File: config.mk
export PLATFORM = sky130hd
export DESIGN_NAME = ball_dir_scheduler
export DESIGN_NICKNAME = d
export VERILOG_FILES = /design/src/rtl/ball_pkg.sv /design/src/rtl/frame_tick_sync.sv /design/src/rtl/ball_dir_scheduler.sv
export SDC_FILE = /design/constraint.sdc
export NUM_CORES = 1
export LEC_CHECK = 0
export BUFFER_PORTS_ARGS = -buffer_cell sky130_fd_sc_hd__buf_2
export CAP_MARGIN = 20
export CORE_MARGIN = 2
export CORE_UTILIZATION = 45
export CTS_CLUSTER_SIZE = 12
export DETAILED_ROUTE_END_ITERATION = 12
export MAX_ROUTING_LAYER = met4
export PLACE_DENSITY = 0.65
export SYNTH_ARGS = -nofsm -noshare
export SYNTH_HDL_FRONTEND = slang
export SYNTH_HIERARCHICAL = 1
export SYNTH_SLANG_ARGS = --single-unit
export TNS_END_PERCENT = 50
File: constraint.sdc
create_clock -name Clk -period 4.9 [get_ports Clk]
set_input_delay 1.47 -clock Clk [delete_from_list [all_inputs] [get_ports Clk]]
set_output_delay 1.47 -clock Clk [all_outputs]
set_load 0.03 [all_outputs]
File: src/rtl/ball_pkg.sv
// Shared types for the ball motion datapath: direction encoding, scheduler
// states, USB keycodes for W/A/S/D and direction helpers.
package ball_pkg;

  typedef enum logic [2:0] {
    DIR_NONE  = 3'd0,
    DIR_UP    = 3'd1,
    DIR_LEFT  = 3'd2,
    DIR_DOWN  = 3'd3,
    DIR_RIGHT = 3'd4
  } dir_t;

  typedef enum logic [1:0] {
    ST_IDLE  = 2'd0,
    ST_EVAL  = 2'd1,
    ST_ISSUE = 2'd2
  } sched_state_t;

  localparam logic [7:0] KEY_W = 8'h1A;
  localparam logic [7:0] KEY_A = 8'h04;
  localparam logic [7:0] KEY_S = 8'h16;
  localparam logic [7:0] KEY_D = 8'h07;

  function automatic dir_t opposite(input dir_t d);
    dir_t r;
    case (d)
      DIR_UP:    r = DIR_DOWN;
      DIR_DOWN:  r = DIR_UP;
      DIR_LEFT:  r = DIR_RIGHT;
      DIR_RIGHT: r = DIR_LEFT;
      default:   r = DIR_NONE;
    endcase
    return r;
  endfunction

  function automatic dir_t key_decode(input logic [7:0] b);
    dir_t r;
    case (b)
      KEY_W:   r = DIR_UP;
      KEY_A:   r = DIR_LEFT;
      KEY_S:   r = DIR_DOWN;
      KEY_D:   r = DIR_RIGHT;
      default: r = DIR_NONE;
    endcase
    return r;
  endfunction

endpackage

File: src/rtl/frame_tick_sync.sv
// Brings the asynchronous frame strobe into the Clk domain and emits a
// registered single-cycle pulse on each rising edge.
module frame_tick_sync #(
  parameter int SYNC_STG = 2
) (
  input  logic Clk,
  input  logic Reset,
  input  logic frame_clk,
  output logic tick
);

  logic [SYNC_STG-1:0] sync_r;
  logic                last_r;
  logic                tick_r;

  // synchronizer chain, edge history and registered rising-edge pulse
  always_ff @(posedge Clk) begin
    if (Reset) begin
      sync_r <= {SYNC_STG{1'b0}};
      last_r <= 1'b0;
      tick_r <= 1'b0;
    end else begin
      sync_r <= {sync_r[SYNC_STG-2:0], frame_clk};
      last_r <= sync_r[SYNC_STG-1];
      tick_r <= sync_r[SYNC_STG-1] & ~last_r;
    end
  end

  assign tick = tick_r;

endmodule

File: src/rtl/ball_dir_scheduler.sv
// Per-frame direction scheduler: picks one ball direction per frame tick and
// offers it over cmd_valid/cmd_ready. Define BALL_NO_REVERSE_EN to block key reversals.
module ball_dir_scheduler
  import ball_pkg::*;
#(
  parameter int OVR_W    = 8,
  parameter int SYNC_STG = 2
) (
  input  logic             Clk,
  input  logic             Reset,
  input  logic             frame_clk,
  input  logic [15:0]      keycode,
  input  logic [3:0]       edge_hit,
  output logic             cmd_valid,
  input  logic             cmd_ready,
  output logic [2:0]       cmd_dir,
  output logic [2:0]       cur_dir,
  output logic [OVR_W-1:0] overrun_cnt
);

  logic         tick_s;
  sched_state_t state_r;
  logic [15:0]  key_cap_r;
  logic [3:0]   edge_cap_r;
  logic         new0_r;
  logic         new1_r;
  logic [7:0]   prev0_r;
  logic [7:0]   prev1_r;
  logic         cmd_valid_r;
  dir_t         cmd_dir_r;
  dir_t         cur_dir_r;
  logic [OVR_W-1:0] ovr_r;

  dir_t raw0_s;
  dir_t raw1_s;
  dir_t slot0_s;
  dir_t slot1_s;
  dir_t win_s;
  logic wall_s;
  logic issue_s;

  frame_tick_sync #(.SYNC_STG(SYNC_STG)) u_tick (
    .Clk       (Clk),
    .Reset     (Reset),
    .frame_clk (frame_clk),
    .tick      (tick_s)
  );

  // slot decode and winner arbitration over the captured frame snapshot
  always_comb begin
    raw0_s = key_decode(key_cap_r[7:0]);
    raw1_s = key_decode(key_cap_r[15:8]);
`ifdef BALL_NO_REVERSE_EN
    slot0_s = (raw0_s == opposite(cur_dir_r)) ? DIR_NONE : raw0_s;
    slot1_s = (raw1_s == opposite(cur_dir_r)) ? DIR_NONE : raw1_s;
`else
    slot0_s = raw0_s;
    slot1_s = raw1_s;
`endif
    win_s  = DIR_NONE;
    wall_s = 1'b1;
    if (edge_cap_r[3]) begin
      win_s = DIR_UP;
    end else if (edge_cap_r[2]) begin
      win_s = DIR_DOWN;
    end else if (edge_cap_r[1]) begin
      win_s = DIR_LEFT;
    end else if (edge_cap_r[0]) begin
      win_s = DIR_RIGHT;
    end else begin
      wall_s = 1'b0;
      if ((slot0_s != DIR_NONE) && new0_r) begin
        win_s = slot0_s;
      end else if ((slot1_s != DIR_NONE) && new1_r) begin
        win_s = slot1_s;
      end else if ((cur_dir_r != DIR_NONE) &&
                   ((slot0_s == cur_dir_r) || (slot1_s == cur_dir_r))) begin
        win_s = cur_dir_r;
      end else if (slot0_s != DIR_NONE) begin
        win_s = slot0_s;
      end else if (slot1_s != DIR_NONE) begin
        win_s = slot1_s;
      end else begin
        win_s = DIR_NONE;
      end
    end
    // a wall contact always reissues so the ball bounces even on the same heading
    issue_s = wall_s | ((win_s != DIR_NONE) && (win_s != cur_dir_r));
  end

  // scheduler FSM, frame capture, command register and overrun counter
  always_ff @(posedge Clk) begin
    if (Reset) begin
      state_r     <= ST_IDLE;
      key_cap_r   <= 16'h0000;
      edge_cap_r  <= 4'h0;
      new0_r      <= 1'b0;
      new1_r      <= 1'b0;
      prev0_r     <= 8'h00;
      prev1_r     <= 8'h00;
      cmd_valid_r <= 1'b0;
      cmd_dir_r   <= DIR_NONE;
      cur_dir_r   <= DIR_NONE;
      ovr_r       <= {OVR_W{1'b0}};
    end else begin
      if (tick_s && (state_r != ST_IDLE) && (ovr_r != {OVR_W{1'b1}})) begin
        ovr_r <= ovr_r + {{(OVR_W-1){1'b0}}, 1'b1};
      end
      case (state_r)
        ST_IDLE: begin
          if (tick_s) begin
            key_cap_r  <= keycode;
            edge_cap_r <= edge_hit;
            new0_r     <= (keycode[7:0]  != prev0_r);
            new1_r     <= (keycode[15:8] != prev1_r);
            prev0_r    <= keycode[7:0];
            prev1_r    <= keycode[15:8];
            state_r    <= ST_EVAL;
          end
        end
        ST_EVAL: begin
          if (issue_s) begin
            cmd_valid_r <= 1'b1;
            cmd_dir_r   <= win_s;
            state_r     <= ST_ISSUE;
          end else begin
            state_r <= ST_IDLE;
          end
        end
        ST_ISSUE: begin
          if (cmd_ready) begin
            cur_dir_r   <= cmd_dir_r;
            cmd_valid_r <= 1'b0;
            state_r     <= ST_IDLE;
          end
        end
        default: begin
          cmd_valid_r <= 1'b0;
          state_r     <= ST_IDLE;
        end
      endcase
    end
  end

  assign cmd_valid   = cmd_valid_r;
  assign cmd_dir     = cmd_dir_r;
  assign cur_dir     = cur_dir_r;
  assign overrun_cnt = ovr_r;

endmodule

==> metrics.md, run 1 <==
| Metric | Value |
|---|---|
| Post-Layout Cell Count | roughly 410 |
| Inserted Diodes | 0 |
| Number of synthesized flops with an enable pin | 0 |
| Max-cap violations | 0 |
| Crit share post-route | around 67% |
| Max Clock Skew | roughly 0.0082 ns |
| Via density | approximately 5.5 |
| Multi-input logic area | ~0.0016 mm2 |
| First-pass GRT wire length | ~9600 um |
| Dpl cells | around 400 |
| Clk buf depth | 2 |
| Area growth from synthesis to layout | 13.23% |
| Final ANT Viol Nets | 0 |
| Root Driver | clkbuf_8 |
| Seq cells post-synth | 43 |
| Slew headroom | 44.38% |
| Post-CTS Hold Buffers | 0 |
| FMAX | 303.9 MHz |
| TritonCTS buffer count | 5 |
| Final Wtd Congestion | approximately 1 |
| Ports | 39 |
| Global Route Usage Sum | around a fifth |
| DP Area | 0.002746 mm2 |
| Core Box Area | 0.005473 mm2 |
| Pwr Density | between 200 and 250 mW/mm2 |
| Post-Route WL | 5534 um |
| Delay-heaviest family, CP | compound AO/OA/AOI/OAI gates |
| Die area | ~0.0062 mm2 |
| Vias in the first global route | 2,088 |
| FFs w/ async S/R, synth | 0% |
| Post-CTS Setup Repair Bufs | 0 |
| Mapped Area | 0.002535 mm2 |
| Worst-Margin Slew | around 0.83 ns |
| Post-route setup TNS | 0 ns |
| Req. time, crit path | 5.09 ns |
| Period minus WS final | between 3 and 4 ns |
| Outcome | complete, no violations |
| Leak | roughly 0.0011 uW |
| RSZ-0062 raised after global routing | no |
| Yosys warns | 6 |
| Layout cell share with drive strength beyond 1 | between 15 and 20% |
| Finished Cell Area | roughly 0.0029 mm2 |
| Synthesized area per cell | around 8.2 um2 |
| Worst vdd ir | ~0.15 mV |
| Number of remaining DRC errors | 0 |
| Die H | roughly 79 um |
| Drt initial violations | 120 |
| Antenna violations before repair | 0 |
| Final-report hold violation count | 0 |
| Post-CTS Resized | 0 |
| Mapped Cells | 310 |
| Min-Delay Path Class | reg2reg |
| Register Area | approximately 860 um2 |
| Synth cell types | a little under 60 |
| Post-DP HPWL | 4091 um |
| Worst setup path class | reg2reg |
| First-pass DRT Iterations | 4 |
| Layout Nets | 365 |
| Slowest Stage Delay on Critical Path | ~0.53 ns |
| Vias | around 2,300 |
| Pin count of the biggest net entering global routing | 47 |
| Max FO, Critical Path | 8 |
| Core Rows | 27 |
| Slew Viols, Final | 0 |
| Reg clk slew, reported paths | about 0.09 ns |
| # port buffers | 38 |
| Post-Synthesis Net Count | between 300 and 400 |
| Htree depth | 2 |
| Count of final setup violators | 0 |
| CTS sink cnt | 43 |
| DR WL/cell | about 13 um |
| CP startpoint kind | flop |
| Chip width | roughly 79 um |
| CTS tree | done |
| Top_reg_cell synth | dfxtp_1 |
| Critical Path AT | between 3 and 4 ns |
| Crit-path cells | or3_1 -> a2111oi_4 -> a2bb2o_4 -> o21ai_4 -> o211ai_4 -> a211oi_2 -> nor2_1 -> a311o_2 -> a41oi_4 -> mux2_1 |
| Worst-Skew Late Latency | roughly 0.29 ns |
| Remaining global-route overflow | 0 |
| Worst path bufs/invs | 0 |
| Seq/Total Area, Yosys | between 30 and 40% |
| Initial Util | a little under half |
| Filler cells | between 500 and 600 |
| Critical path's slowest cell | or3_1 |
| CP endpoint kind | flop |
[final timing paths]
kind / end / slack [ns] / from / cells after the start
setup / recovery: cmd_dir[0] / 1.61 / key_cap_r[15] / 10
hold / removal: u_tick/tick / 0.41 / u_tick/last_r / 1
hold reg to reg: u_tick/tick / 0.41 / u_tick/last_r / 1
setup reg to reg: cmd_dir[0] / 1.61 / key_cap_r[15] / 10
[routing by layer]
layer  track usage [%]  share of wire, %  vias up
met5                 -                 0        -
met3             3.523               3.8        4
li1                  -                 -     1157
met1             26.19                48     1066
met2             31.19                47       40
met4             5.862              0.94        0
[cell families after synthesis]
| group | synth area share, % |
|---|---|
| and+or+nand+nor | 27.25 |
| AOI/OAI and AO/OA | 22.26 |
| DFF | 33.96 |
| xor gates and xnor gates | 9.674 |
| buffers and inverters | 3.455 |
| muxes | 2.912 |
| adders and majority gates | 0.4935 |
[placed cells by master, fill, tap and decap left out, types with 3 or more instances in the layout]
cell and n:
mux2_1 3, nor2b_1 7, nand3_1 3, o31a_1 3, or3_1 4, nand4_1 4
nand2_1 58, and3_1 5, buf_2 38, a21oi_1 27, xnor2_1 11, nor3_1 11
mux2i_1 4, inv_1 5, nand2b_1 3, nand3b_1 3, dfxtp_1 43, o21ai_0 6
nor2_1 26, a31oi_1 7, xor2_1 17, nor4_1 4, clkbuf_8 5
[flip-flops by register name, summed over array words and instances, names as in the netlist]
name,flops
u_tick/last_r,1
key_cap_r,16
cmd_valid,1
u_tick/sync_r,2
edge_cap_r,4
state_r,2
new0_r,1
new1_r,1
overrun_cnt,8
u_tick/tick,1
cur_dir,3
cmd_dir,3
[Yosys cell counts, types with 2 or more instances]
master | number | area share (%)
clkbuf_1 | 10 | 1.5
nor3_1 | 11 | 2.2
or3b_2 | 2 | 0.69
o41ai_1 | 2 | 0.69
o21ai_0 | 6 | 1.2
inv_1 | 5 | 0.74
xnor2_1 | 11 | 3.8
or3_1 | 4 | 0.99
nor2_1 | 26 | 3.8
a41o_1 | 2 | 0.79
nor4_1 | 4 | 0.99
buf_1 | 4 | 0.59
mux2_1 | 3 | 1.3
mux2i_1 | 4 | 1.6
nor2b_1 | 7 | 1.7
nand2_1 | 58 | 8.6
a31oi_1 | 7 | 1.7
nand3_1 | 3 | 0.59
a21oi_1 | 27 | 5.3
o31a_1 | 3 | 1.0
nor3b_2 | 2 | 0.99
xor2_1 | 17 | 5.9
a211oi_1 | 2 | 0.59
dfxtp_1 | 43 | 34
nand4_1 | 4 | 0.99
nand3b_1 | 3 | 0.89
and3_1 | 5 | 1.2
a21o_1 | 2 | 0.59
o31ai_1 | 2 | 0.59
nand2b_1 | 3 | 0.74
[power by group]
| part | switching (uW) | internal, uW | total, uW | leakage (uW) |
|---|---|---|---|---|
| logic | 34.1 | 24.7 | 58.9 | 0.000689 |
| clock network | 124 | 152 | 276 | 0.0000581 |
| registers | 5.93 | 355 | 361 | 0.000348 |
| total | 164 | 531 | 695 | 0.00109 |
[metrics by stage]
| stage | power, uW | hold slack [ns] | util [%] | setup slack, ns |
|---|---|---|---|---|
| 3_3_place_gp | 427.2 | 0.4056 | 50.18 | 1.696 |
| 5_1_grt | 728.9 | 0.4218 | 52.45 | 1.417 |
| 2_1_floorplan | 407.6 | 0.3868 | - | 1.781 |
| 3_5_place_dp | 427.5 | 0.4011 | 50.18 | 1.615 |
| 6_report | 695.3 | 0.4107 | 52.45 | 1.610 |
| 4_1_cts | 704.5 | 0.4138 | 52.24 | 1.596 |
[final cells by class]
type                    count  area share (%)
clock buffers               5           2.398
multi-input cells         246           55.27
clock inverters             3           1.526
well taps                  72           3.139
inverters                   5          0.6539
flip-flops and latches     43           29.99
repair buffers             39           7.018
No activity file was read; power rests on OpenSTA's default activity.
==> run 2: changes to the inputs <==
Settings changed: ABC_AREA from default to 1, PLACE_DENSITY 0.65 to 0.68.
Clock period 4.9 ns to 2.95 ns, I/O delays scaled along.
==> run 2 against run 1 <==
  * Core utilization rose by 0.56 points
  * Count of clock-buffer cells in the layout rose by 1
  * Sequential power rose by 67%
  * Highest routed layer unchanged
  * Critical path depth is 13 higher
  * Combinational power is 130% higher
  * Area after synthesis is 7.6% lower
  * Critical endpoint is now cmd_dir[2]
  * Non-clock buffer count up 1
  * Sequential share of layout area is 2.0 points higher
  * Cell count increased by 12%
  * Clock power is 35% higher
  * Maximum frequency rose by 38%
  * Clock skew rose by 0.0021 ns
==> metrics.md, run 2 <==
| Metric | Value |
|---|---|
| Post-CTS Resized | 0 (unchanged) |
| Mapped Area | 0.002342 mm2 (-7.6%) |
| Area contributors post-synth | dfxtp_1 37%, nand2_1 11%, a21oi_1 7.3% |
| Yosys top cell area share | 36.75% (+2.8 points) |
| Leak | 0.001250 uW (+14%) |
| Synthesized area per cell | 6.635 um2 (-19%) |
| Antenna violations before repair | 0 (unchanged) |
| Ports | 39 (unchanged) |
| Multi-input logic area | 0.001271 mm2 (-20%) |
| Yosys warns | 6 (unchanged) |
| Delay-heaviest family, CP | simple AND/OR/NAND/NOR gates |
| Layout Nets | 417 (+14%) |
| Top_reg_cell synth | dfxtp_1 |
| Number of remaining DRC errors | 0 (unchanged) |
| DR WL/cell | 11.17 um (-17%) |
| Reg clk slew, reported paths | 0.09 ns (about the same) |
| FMAX | 418.5 MHz (+38%) |
| Worst-Margin Slew | 0.5295 ns (-0.3048 ns) |
| Crit share post-route | 81.00% (+14 points) |
| Inserted Diodes | 0 (unchanged) |
| Synth area leader | dfxtp_1 |
| Seq cells post-synth | 43 (unchanged) |
| Critical path's slowest cell | dfxtp_1 |
| Max reg flops | 16 (unchanged) |
| Number of synthesized flops with an enable pin | 0 (unchanged) |
| Worst path bufs/invs | 1 (+1) |
| Global Route Usage Sum | 19.40% (-0.40 points) |
| Slowest Stage Delay on Critical Path | 0.32 ns (-0.21 ns) |
| Outcome | complete, no violations |
| Final Wtd Congestion | 0.8571 (-12%) |
| Die area | 0.005798 mm2 (-7.2%) |
| Register Area | 860.8 um2 (unchanged) |
| Post-DP HPWL | 3977 um (-2.8%) |
| Pwr Density | 413.4 mW/mm2 (+71%) |
| Count leader, synth | nand2_1 |
| Max Clock Skew | 0.01031 ns (+0.002098 ns) |
| Min-Delay Path Class | reg2reg |
| Seq/Total Area, Yosys | 36.75% (+2.8 points) |
| Area growth from synthesis to layout | 14.85% |
| Commonest non-fill, non-tap cell in the layout | nand2_1 |
| Vias in the first global route | 2,039 (-2.3%) |
| FFs w/ async S/R, synth | 0% (unchanged) |
| Util after Layout | 53.01% (+0.56 points) |
| Largest Register | key_cap_r |
| Post-CTS Setup Repair Bufs | 0 (unchanged) |
| Layout cell share with drive strength beyond 1 | 18.58% (+0.39 points) |
| Htree depth | 2 (unchanged) |
| # port buffers | 38 (unchanged) |
| First-pass GRT wire length | 8949 um (-7.2%) |
| Count of final setup violators | 0 (unchanged) |
| CP startpoint kind | flop |
| Die H | 76.15 um (-3.7%) |
| Clk buf depth | 2 (unchanged) |
| Filler cells | 544 (-3.4%) |
| Post-Synthesis Net Count | 378 (+13%) |
| Worst vdd ir | 0.3222 mV (+120%) |
| Worst-Skew Late Latency | 0.30 ns (about the same) |
| Max-cap violations | 0 (unchanged) |
| Worst r2r src | key_cap_r[7] |
| CTS tree | done |
| Vias | 2,301 (+1.5%) |
| Post-CTS Hold Buffers | 0 (unchanged) |
| Req. time, crit path | 3.19 ns (-1.90 ns) |
| Period minus WS final | 2.390 ns (-0.9006 ns) |
| Post-synth top cells | 67 x nand2_1, 43 x dfxtp_1, 43 x inv_1 |
| CP endpoint kind | flop |
| Tot Pwr | 1112 uW (+60%) |
| Most frequent cells in the layout | 67 x nand2_1, 43 x inv_1, 43 x dfxtp_1 |
| Via density | 4.970 (-9.5%) |
| CP dominant cell by count | nand2_1 |
| Post-route setup TNS | 0 ns (unchanged) |
| Initial Util | 46.15% (-0.17 points) |
| Crit. Startpoint | key_cap_r[7] |
| Core Box Area | 0.005075 mm2 (-7.3%) |
| Chip width | 76.15 um (-3.7%) |
| Root Driver | clkbuf_8 |
| Slew headroom | 64.66% (+20 points) |
| Max FO, Critical Path | 5 (-3) |
| First-pass DRT Iterations | 5 (+1) |
| Core Rows | 26 (-3.7%) |
| Worst setup path class | reg2reg |
| Remaining global-route overflow | 0 (unchanged) |
| Final-report hold violation count | 0 (unchanged) |
| RSZ-0062 raised after global routing | no |
| Slew Viols, Final | 0 (unchanged) |
| Crit-path cells | inv_1 -> nand2_1 -> nor2_2 -> nand3_1 -> nand2_1 -> nand2_1 -> nor2_1 -> nand2_1 -> nand2_2 -> nand3_1 -> nand3_1 -> nand2_1 -> nand2_2 -> nand2_2 -> nand2_1 -> nand2_1 -> nor2_2 -> nand3_1 -> nand2_2 -> nand2_4 -> nand2_4 -> nand2_1 -> a21oi_1 |
| Synth cell types | 31 (-47%) |
| Pin count of the biggest net entering global routing | 40 (-15%) |
| Critical Path AT | 2.63 ns (-0.85 ns) |
| Hold_sp | u_tick/last_r |
| Final ANT Viol Nets | 0 (unchanged) |
| CTS sink cnt | 43 (unchanged) |
| Mapped Cells | 353 (+14%) |
| Post-Route WL | 5172 um (-6.5%) |
| Drt initial violations | 72 (-40%) |
| TritonCTS buffer count | 5 (unchanged) |
## run 2: logic make-up after synthesis
logic type	Yosys count	synth area share, %
buffers and inverters	56	8.974
DFF	43	36.75
AOI/OAI and AO/OA	78	17.79
xor gates and xnor gates	12	4.487
adders and majority gates	1	0.5341
and+or+nand+nor	163	31.46
## run 2: routing by layer
layer | wire [um] | global-route usage (%) | vias to the layer above
li1 | - | - | 1225
met1 | 2646 | 26.30 | 1015
met2 | 2228 | 28.57 | 53
met3 | 214 | 4.028 | 8
met4 | 82 | 7.455 | 0
met5 | 0 | - | -
## run 2: path summary, 6_finish.rpt
kind / endpoint / slack [ns] / cells after the start
setup reg to reg: cmd_dir[2] / 0.56 / 23
hold / removal: u_tick/tick / 0.40 / 1
setup / recovery: cmd_dir[2] / 0.56 / 23
hold reg to reg: u_tick/tick / 0.40 / 1
## run 2: cell type report
| class | instances | area share (%) |
|---|---|---|
| Timing Repair Buffer | 40 | 7.628 |
| Clock buffer | 6 | 2.698 |
| Sequential cell | 43 | 32.00 |
| Tap cell | 70 | 3.256 |
| Clock inverter | 2 | 0.4651 |
| Multi-Input combinational cell | 254 | 47.26 |
| Inverter | 48 | 6.698 |
## run 2: where the power goes
| group | internal, uW | switching (uW) | leakage [uW] |
|---|---|---|---|
| clock | 166 | 206 | 0.0000412 |
| combinational | 52.1 | 83.7 | 0.000860 |
| sequential | 594 | 10.8 | 0.000348 |
## run 2: metrics by stage
| stage | instance area [um2] | hold WS [ns] | setup WS (ns) | instances |
|---|---|---|---|---|
| after floorplan | 2342 | 0.3823 | 0.8402 | 353 |
| after global placement | 2605 | 0.3877 | 0.6129 | 455 |
| after detailed placement | 2605 | 0.3896 | 0.6033 | 455 |
| after CTS | 2690 | 0.4036 | 0.5899 | 463 |
| after global routing | 2690 | 0.4183 | 0.2027 | 463 |
| final | 2690 | 0.4002 | 0.5604 | 463 |
==> run 3: changes to the inputs <==
Settings changed: PLACE_DENSITY 0.68 to 0.65.
Clock period 2.95 ns to 2.2 ns, I/O delays scaled along.
==> run 3 against run 2 <==
  * The flow now finishes with violations (negative setup slack)
  * Register-to-register slack worse by 0.65 ns
  * Die area stayed put
  * Sequential cell count stayed put
  * Cell area is 13% higher
  * Count of clock-buffer cells in the layout stayed put
  * First-iteration DRC count is 21% higher
==> metrics.md, run 3 (synthesis gave the netlist of run 2 again) <==
| Metric | Value |
|---|---|
| Outcome | finished, violations left |
| Failing checks | negative setup slack |
| Critical path's slowest cell | dfxtp_2 |
| Antenna violations before repair | 0 (unchanged) |
| Pwr Density | 506.9 mW/mm2 (+23%) |
| Number of remaining DRC errors | 0 (unchanged) |
| Core Box Area | 0.005075 mm2 (unchanged) |
| Hold path depth | 1 (unchanged) |
| Reg clk slew, reported paths | 0.09 ns (about the same) |
| Ports | 39 (unchanged) |
| Htree depth | 2 (unchanged) |
| First-pass DRT Iterations | 4 (-1) |
| CTS sink cnt | 43 (unchanged) |
| Switch share | 27.55% (+0.51 points) |
| Final-report hold violation count | 0 (unchanged) |
| Layout Nets | 444 (+6.5%) |
| Filler cells | 512 (-5.9%) |
| First-pass GRT wire length | 9459 um (+5.7%) |
| Worst-Margin Slew | 0.5003 ns (-0.02917 ns) |
| Chip width | 76.15 um (unchanged) |
| Core Rows | 26 (unchanged) |
| Worst vdd ir | 0.3421 mV (+6.2%) |
| Period minus WS final | 2.294 ns (-0.09605 ns) |
| Post-route setup TNS | -0.3496 ns (-0.3496 ns) |
| Worst-Skew Late Latency | 0.29 ns (about the same) |
| Slew headroom | 66.39% (+1.7 points) |
| CP startpoint kind | flop |
| Worst setup path class | reg2reg |
| Vias in the first global route | 2,138 (+4.9%) |
| Req. time, crit path | 2.44 ns (-0.75 ns) |
| Count of final setup violators | 5 (+5) |
| CTS tree | done |
| Initial Util | 46.15% (unchanged) |
| WP depth | 23 (unchanged) |
| CP dominant cell by count | nand2_2 |
| Clock power share | 32.6% (-0.8 points) |
| Post-Layout Cell Count | 490 (+5.8%) |
| Hold_sp | u_tick/last_r |
| Drt initial violations | 87 (+21%) |
| Max FO, Critical Path | 5 (unchanged) |
| Final ANT Viol Nets | 0 (unchanged) |
| Post-Route WL | 5731 um (+11%) |
| Pin count of the biggest net entering global routing | 23 (-43%) |
| DR WL/cell | 11.70 um (+4.7%) |
| Global Route Usage Sum | 20.29% (+0.89 points) |
| Die H | 76.15 um (unchanged) |
| Crit. Startpoint | key_cap_r[5] |
| Area growth from synthesis to layout | 29.70% |
| Crit-path cells | inv_2 -> nand3_1 -> o21ai_2 -> nand3_2 -> nand2_1 -> nand2_1 -> nand2_1 -> nand2_2 -> nand2_2 -> nand2_1 -> nand3_1 -> nand2_1 -> nand2_2 -> nand2_2 -> nand2_2 -> nand2_2 -> nor2_2 -> nand3_1 -> nand2_2 -> nand2_4 -> nand2_4 -> nand2_2 -> a21oi_2 |
| # port buffers | 38 (unchanged) |
| Delay-heaviest family, CP | simple AND/OR/NAND/NOR gates |
| Leak | 0.001417 uW (+13%) |
| Min-Delay Path Class | reg2reg |
| Util after Layout | 59.86% (+6.9 points) |
| RSZ-0062 raised after global routing | yes |
| Worst r2r src | key_cap_r[5] |
| Finished Cell Area | 0.003038 mm2 (+13%) |
| Final WS setup | -0.09355 ns (-0.6539 ns) |
| FMAX | 436.0 MHz (+4.2%) |
| Largest Register | key_cap_r |
| Max-cap violations | 0 (unchanged) |
| DP Area | 0.002785 mm2 (+6.9%) |
| Dpl cells | 479 (+5.3%) |
| Die area | 0.005798 mm2 (unchanged) |
| Vias | 2,410 (+4.7%) |
| Crit share post-route | 104.3% (+23 points) |
| Remaining global-route overflow | 0 (unchanged) |
| Commonest non-fill, non-tap cell in the layout | nand2_1 |
| Pint | 1116 uW (+38%) |
| Inserted Diodes | 0 (unchanged) |
| Slowest Stage Delay on Critical Path | 0.34 ns (+0.02 ns) |
| Sequential Power Share | 52.8% (-1.5 points) |
| Worst path bufs/invs | 1 (unchanged) |
| R2R depth | 23 (unchanged) |
| Slew Viols, Final | 0 (unchanged) |
| Via density | 4.918 (-1.0%) |
| CP endpoint kind | flop |
| Clk buf depth | 2 (unchanged) |
| Combinational power share | 14.6% (+2.4 points) |
| TritonCTS buffer count | 5 (unchanged) |
| Switching power | 424.2 uW (+41%) |
| Most frequent cells in the layout | 53 x nand2_1, 39 x inv_1, 38 x buf_2 |
| Critical Path AT | 2.53 ns (-0.10 ns) |
| Hold Slack | 0.4020 ns (+0.001760 ns) |
| Max Clock Skew | 0.005657 ns (-0.004649 ns) |
| Final Wtd Congestion | 0.8602 (+0.36%) |
| Max reg flops | 16 (unchanged) |
| Layout cell share with drive strength beyond 1 | 34.52% (+16 points) |
| Root Driver | clkbuf_8 |
| Post-DP HPWL | 4400 um (+11%) |
-- run 3: changes by cell type in the layout (fill, tap and decap cells not counted), sizes merged --
cell,change
buf,+27
-- run 3: power groups by stage --
stage | clock network (uW) | registers, uW | logic (uW)
2_1_floorplan | 0 | 827 | 127
3_3_place_gp | 0 | 827 | 199
4_1_cts | 521 | 811 | 214
6_report | 502 | 813 | 225
3_5_place_dp | 0 | 828 | 201
5_1_grt | 540 | 815 | 253
-- run 3: what timing repair did --
item / 4_1_cts / 5_1_grt
pin swaps: 13 / 20
setup endpoints to repair: 5 / 5
gates resized for setup: 25 / 29
setup buffers: 3 / 0
hold buffers: 0 / 0
-- run 3: cell type report --
| type | instances | area [um2] | share of cell area [%] |
|---|---|---|---|
| Clock buffer | 6 | 72.57 | 2.389 |
| Clock inverter | 2 | 12.51 | 0.4119 |
| Inverter | 48 | 180.2 | 5.931 |
| Multi-Input combinational cell | 254 | 1394 | 45.88 |
| Sequential cell | 43 | 875.8 | 28.83 |
| Tap cell | 70 | 87.58 | 2.883 |
| Timing Repair Buffer | 67 | 415.4 | 13.67 |
-- run 3: path summary, 6_finish.rpt --
path / end / slack (ns)
hold reg to reg: u_tick/tick / 0.40
setup reg to reg: cmd_dir[1] / -0.09
hold / removal: u_tick/tick / 0.40
setup / recovery: cmd_dir[1] / -0.09
-- run 3: routing by layer --
metal	part of all wire, %	global-route usage, %	wire, um
met1	49	28.88	2830
met2	44	30.54	2532
met3	5.6	3.081	321
met4	0.80	4.909	46
met5	0	-	0
-- run 3: through the flow --
step / total power [uW] / setup slack, ns
after floorplan: 954.3 / 0.09021
after global routing: 1608 / -0.3262
after detailed placement: 1028 / -0.1015
final: 1540 / -0.09355
after CTS: 1546 / -0.04996
after global placement: 1026 / -0.06309
